--- src/rtl/uart_tx_arbiter.sv ---
// Round-robin arbiter: NUM_REQ requesters share one uart_master transmitter, one byte at a time.
// Optional WAIT_DONE watchdog is enabled by defining UART_ARB_TIMEOUT_EN.
module uart_tx_arbiter #(
  parameter int NUM_REQ     = 4,
  parameter int DATA_W      = 8,
  parameter int TIMEOUT_CYC = 20000
) (
  input  logic                         clk,
  input  logic                         rst,
  input  logic [NUM_REQ-1:0]           req,
  input  logic [NUM_REQ*DATA_W-1:0]    req_data,
  output logic [NUM_REQ-1:0]           ack,
  output logic [NUM_REQ-1:0]           done,
  output logic                         en_tx,
  output logic [DATA_W-1:0]            data_tx,
  input  logic                         tx_done,
  output logic                         busy,
  output logic [$clog2(NUM_REQ)-1:0]   grant_id,
  output logic                         timeout_err
);

  localparam int GW = $clog2(NUM_REQ);

  if (NUM_REQ < 2 || NUM_REQ > 8 || TIMEOUT_CYC < 1) begin : g_cfg_check
    $error("uart_tx_arbiter: unsupported NUM_REQ or TIMEOUT_CYC");
  end

  typedef enum logic [1:0] {IDLE, LOAD, WAIT_DONE, RELEASE} state_t;

  state_t              state, state_nxt;
  logic [GW-1:0]       last_grant;
  logic [GW-1:0]       pick;
  logic                pick_vld;
  logic [DATA_W-1:0]   pick_data;
  logic                expire;

  // Search upward from the requester after the last completed one, wrapping around.
  always_comb begin
    pick_vld  = 1'b0;
    pick      = '0;
    pick_data = '0;
    for (int i = 1; i <= NUM_REQ; i++) begin
      if (!pick_vld && req[GW'((int'(last_grant) + i) % NUM_REQ)]) begin
        pick_vld = 1'b1;
        pick     = GW'((int'(last_grant) + i) % NUM_REQ);
      end
    end
    for (int i = 0; i < NUM_REQ; i++) begin
      if (pick == GW'(i)) pick_data = req_data[i*DATA_W +: DATA_W];
    end
  end

`ifdef UART_ARB_TIMEOUT_EN
  localparam int WDW = $clog2(TIMEOUT_CYC + 1);
  logic [WDW-1:0] wd_cnt;
  logic           tmo_q;

  // Counter sits at zero outside WAIT_DONE, so it restarts on every entry.
  always_ff @(posedge clk or posedge rst) begin
    if (rst) begin
      wd_cnt <= '0;
      tmo_q  <= 1'b0;
    end else begin
      wd_cnt <= (state == WAIT_DONE) ? wd_cnt + 1'b1 : '0;
      tmo_q  <= expire;
    end
  end

  assign expire      = (state == WAIT_DONE) && !tx_done && (wd_cnt == WDW'(TIMEOUT_CYC - 1));
  assign timeout_err = tmo_q;
`else
  assign expire      = 1'b0;
  assign timeout_err = 1'b0;
`endif

  always_ff @(posedge clk or posedge rst) begin
    if (rst) begin
      state      <= IDLE;
      data_tx    <= '0;
      grant_id   <= '0;
      last_grant <= GW'(NUM_REQ - 1);
      done       <= '0;
    end else begin
      state <= state_nxt;
      done  <= '0;
      if (state == IDLE && pick_vld) begin
        data_tx  <= pick_data;
        grant_id <= pick;
      end
      if (state == WAIT_DONE && (tx_done || expire)) last_grant <= grant_id;
      if (state == WAIT_DONE && tx_done) done <= NUM_REQ'(1) << grant_id;
    end
  end

  always_comb begin
    state_nxt = state;
    en_tx     = 1'b0;
    ack       = '0;
    busy      = (state != IDLE);
    case (state)
      IDLE:      if (pick_vld) state_nxt = LOAD;
      LOAD: begin
        en_tx     = 1'b1;
        ack       = NUM_REQ'(1) << grant_id;
        state_nxt = WAIT_DONE;
      end
      WAIT_DONE: if (tx_done || expire) state_nxt = RELEASE;
      RELEASE:   state_nxt = IDLE;
      default:   state_nxt = IDLE;
    endcase
  end

endmodule
--- config.mk ---
export PLATFORM = sky130hd
export DESIGN_NAME = uart_tx_arbiter
export DESIGN_NICKNAME = d
export VERILOG_FILES = /design/src/rtl/uart_tx_arbiter.sv
export SDC_FILE = /design/constraint.sdc
export NUM_CORES = 1
export LEC_CHECK = 0
export ABC_AREA = 1
export CAP_MARGIN = 20
export CORE_UTILIZATION = 40
export DETAILED_ROUTE_END_ITERATION = 12
export PLACE_DENSITY_LB_ADDON = 0.12
export SLEW_MARGIN = 10
export SYNTH_ARGS = -nofsm -noshare
export SYNTH_HDL_FRONTEND = slang
export SYNTH_SLANG_ARGS = --single-unit
--- constraint.sdc ---
create_clock -name clk -period 4.4 [get_ports clk]
set_input_delay 1.1 -clock clk [delete_from_list [all_inputs] [get_ports clk]]
set_output_delay 1.1 -clock clk [all_outputs]
set_load 0.03 [all_outputs]
# ---- After elaboration in Yosys (flattened, before gate mapping)
# Cells that the tools add are included.
dict set report totals {
  register_bits 18
  word_cells 64
}
dict set report op_classes {
  add_sub_neg 4
  n_lt_le_gt_ge 4
  eq_ne 8
  shift 1
  mux 30
  reduce_logical 12
}
# op n
set ops {}
lappend ops {{$mux 8} 4}
lappend ops {{$lt 2x4->1 const B} 4}
lappend ops {{$mux 1} 13}
lappend ops {{$mux 2} 6}
lappend ops {{$bmux 1 s2} 4}
lappend ops {{$eq 2x2->1 const B} 4}
lappend ops {{$mux 4} 2}
lappend ops {{$pmux 2 s4} 1}
lappend ops {{$logic_and 1x1->1} 5}
lappend ops {{$add 2x1->2 const B} 2}
lappend ops {{$add 2x2->2 const B} 2}
lappend ops {{$eq 2x1->1 const B} 2}
lappend ops {{$logic_not 2->1} 2}
lappend ops {{$ne 2x2->1 const B} 2}
lappend ops {{$shl 1x2->4 const A} 1}
lappend ops {{$logic_not 1->1} 3}
lappend ops {{$reduce_and 2->1} 1}
lappend ops {{$reduce_bool 2->1} 1}

# ---- Longest topological paths before layout
dict set report logic_depth {
  word_depth 19
  mapped_depth 15
  mapped_depth_nobuf 15
}

# ---- Least setup slack after synthesis
# Ideal clock, no wire load.
dict set report synth_timing {
  path_type {flip-flop to output port}
  start {register state[1]}
  end {output ack[0]}
  t_arrival_ns 1.604
  t_required_ns 3.300
  setup_slack_ns 1.696
  stages_incl_launch_ff 5
  n_path_buf 0
  path_cell_list {dfrtp_1 -> inv_1 -> ha_1 -> inv_1 -> nor3_1}
}
dict set report synth_via {
  elab_chain_len 2
}
# element line
set synth_lines {}
lappend synth_lines {{start: declaration} 30} ;# state_t state, state_nxt;
lappend synth_lines {{start signal: assignment} 84} ;# state <= state_nxt;
lappend synth_lines {{$eq 2x1->1} 100} ;# case (state)
lappend synth_lines {{$mux 4} 100}
lappend synth_lines {{end: declaration} 12} ;# output logic [NUM_REQ-1:0] ack,
# Every way passes these cells.

# ---- Final worst setup path
# Same ends and word-level chain as after synthesis.

==> implementation parameters <==
Parameter                              Value

Floorplanning
  Chip height    61.0 µm
  Row Count    21
  Horizontal extent of the die    a little over 60 µm
  Die area    between 3000 and 4000 µm²
  Count of boundary I/O pins    60
  Starting utilization of the core area    0.418
  Area of the core    between 3000 and 4000 µm²

Drt
  Remaining antenna violation count    0
  Routed met3 length    roughly 65 µm
  Post-route DRC violation count    0
  Vias per std cell    approximately 4.6
  Highest routed layer    met4
  Met1 layer wirelength in the final routing    approximately 1.6 mm
  Met2 layer wire length in the routed design    1.65 mm
  Drt wl/cell    11.2 µm
  Length of the first detailed-routing pass in iterations    4
  Total number of vias    approximately 1,400
  Total routed wirelength    3.39 mm
  Violation count after the first detailed-routing iteration    85

Clock tree
  CTS H-tree lvls    1
  CTS Sinks    18
  CTS Root Buffer Type    clkbuf_4
  Post-cts resize count    0
  Clk_lat worst skew    290 ps
  CTS Buf Count    3
  Maximum root-to-sink buffer count    2
  Reg clk slew, reported paths    approximately 100 ps
  Hold-fix buffers at CTS    0
  Clock tree from TritonCTS    done
  Setup Fix Bufs, Post-CTS    0

Timing
  Setup violations, final    0
  Share of the clock period used by the worst path after layout    0.681
  Number of failing hold endpoints at the final stage    0
  Shortest clock period the worst path allows after layout    roughly 3000 ps
  Accumulated negative setup slack    0 ps
  Max-slew headroom    0.561
  Skew final    around 3.8 ps
  Highest Clock Rate    334 MHz
  Pin slew with the least headroom to its limit    approximately 660 ps
  Unrepaired setup endpoints after global routing    no
  Final Max Slew Viols    0

Logic synthesis
  Yosys warning count    0
  Synthesized Nets    242
  Synthesized instance count    199
  Average size of a mapped cell    ~7.0 µm²
  Number of distinct library cells after synthesis    28
  Sequential-to-total area share from yosys stat    0.325
  Mapped Area    between 1000 and 1500 µm²
  Synthesized flop and latch total    18

Critical path
  Cell repeated most along the worst path    inv_1
  Crit Path Max Fanout    4
  Arrival time at the worst endpoint    around 1900 ps
  Crit. path cell count    5
  Worst Setup End Kind    output port
  Critical path launch point type    register
  Depth of the worst register-to-register path    15
  Kind of cell adding the most delay to the critical path    buffers and inverters
  Required time worst endpoint    roughly 3300 ps
  Slowest Stage Delay on Critical Path    about 700 ps
  Critical path buffer and inverter count    3
  Class of the most critical setup path    register to output port
  Slowest cell on the critical path    clkdlybuf4s50_1
  Cells traversed along the worst timing path    inv_1, ha_1, inv_1, nor3_1, clkdlybuf4s50_1

Finish
  Total Nets Final    300
  Top library cells by usage in the layout, fill and taps aside    nand2_1, clkdlybuf4s50_1, nand3_1
  Antenna diode count    0
  Number of cells in the finished layout apart from fillers    302
  Most common cell after layout, fill and taps aside    nand2_1
  Area grow syn2layout    45.1%
  Share of cells above drive strength 1    0.113

Outcome
  Outcome    finished clean

Global route
  Global-route total usage across every layer    0.193
  Global-route wire length before repair    about 5.4 mm
  Via count of the first global-routing pass    between 1,000 and 1,500
  Pin count of the biggest net entering global routing    20
  Global route overflow    0
  Initial antenna violation count    0

Min path
  Class of the tightest hold or removal check    register to register
  Count of cells along the worst hold path    2

Placement
  PortBufs    58
  Final weighted congestion in routability-driven placement    between 0.8 and 0.9
  Final HPWL from detailed placement    approximately 2.8 mm
  Post-placement cell count    around 300

Flow run
  Max-cap check violation count    0

Power and ir drop
  Total power per unit cell area    roughly 800 nW/µm²
  Max IR drop VDD    0.000429 V
  Total leakage power    roughly 0.00098 µW
final timing paths:
path                                               end                      start  slack (ps)
worst max-delay path                            ack[0]       state[1]$_DFFE_PP0P_        1410
worst min-delay path            data_tx[3]$_DFFE_PP0P_     data_tx[3]$_DFFE_PP0P_         490
worst max register to register  data_tx[0]$_DFFE_PP0P_  last_grant[0]$_DFFE_PP1P_        1960
worst min register to register  data_tx[3]$_DFFE_PP0P_     data_tx[3]$_DFFE_PP0P_         490
max in group asynchronous            done[2]$_DFF_PP0_                        rst        2790
min in group asynchronous       data_tx[4]$_DFFE_PP0P_                        rst        1190
synthesized netlist by cell type (all sizes together):
cell type / number / share of area
nor2: 12 / 0.051
or2: 1 / 0.0045
nor3: 5 / 0.018
dfstp: 2 / 0.038
inv: 25 / 0.067
nand4: 14 / 0.074
conb: 1 / 0.0027
dfrtp: 16 / 0.29
nand2: 80 / 0.24
ha: 4 / 0.036
a21oi: 2 / 0.015
o21ai: 7 / 0.025
nand3b: 1 / 0.0081
o22ai: 1 / 0.0045
nand3: 23 / 0.095
buf: 5 / 0.033
final cells by class:
class | count | area [µm²]
Clock buffer | 4 | 36.3
Multi-Input combinational cell | 151 | 801
Tap cell | 46 | 57.6
Sequential cell | 18 | 453
Timing Repair Buffer | 58 | 581
Inverter | 25 | 93.8
Fill cell | 327 | 1320
where the power goes:
part,switching [µW],internal [µW]
Clock,50.1,50.4
Sequential,67.9,241
Combinational,791,420
metal layers:
layer | vias to the layer above | global-route usage
met3 | 5 | 0.0126
met4 | 0 | 0.0584
li1 | 755 | -
met1 | 621 | 0.278
met5 | - | 0
met2 | 18 | 0.314
registers in the layout, indices dropped and copies added, names as in the netlist:
signal / cells
data_tx: 8
done: 4
grant_id: 2
last_grant: 2
state: 2
per-stage QoR:
stage | utilization | worst slack (ps) | instance area, µm² | power [µW] | hold WS, ps
global placement | 0.595 | 1360 | 1990 | 1520 | 477
global route | 0.606 | 1280 | 2020 | 1790 | 527
detailed placement | 0.595 | 1230 | 1990 | 1520 | 466
floorplan | - | 1700 | 1390 | 1250 | 481
CTS | 0.606 | 1380 | 2020 | 1630 | 496
finish | 0.606 | 1410 | 2020 | 1620 | 492
kinds of logic (layout without fill, tap and decap cells):
family          Yosys count  in the layout  share of synthesized area
simple gates            136            136                      0.491
buf+inv                  30             87                      0.101
flops                    18             18                      0.325
compound gates           10             10                     0.0449
fa+ha+maj                 4              4                     0.0359
other cells               1              1                    0.00269
worst min-delay path: stages, from the launching register on:
cell     delay, ps
dfrtp_1        350
nand2_1         60
nand2_1         60
(Power assumes the default switching activity.)
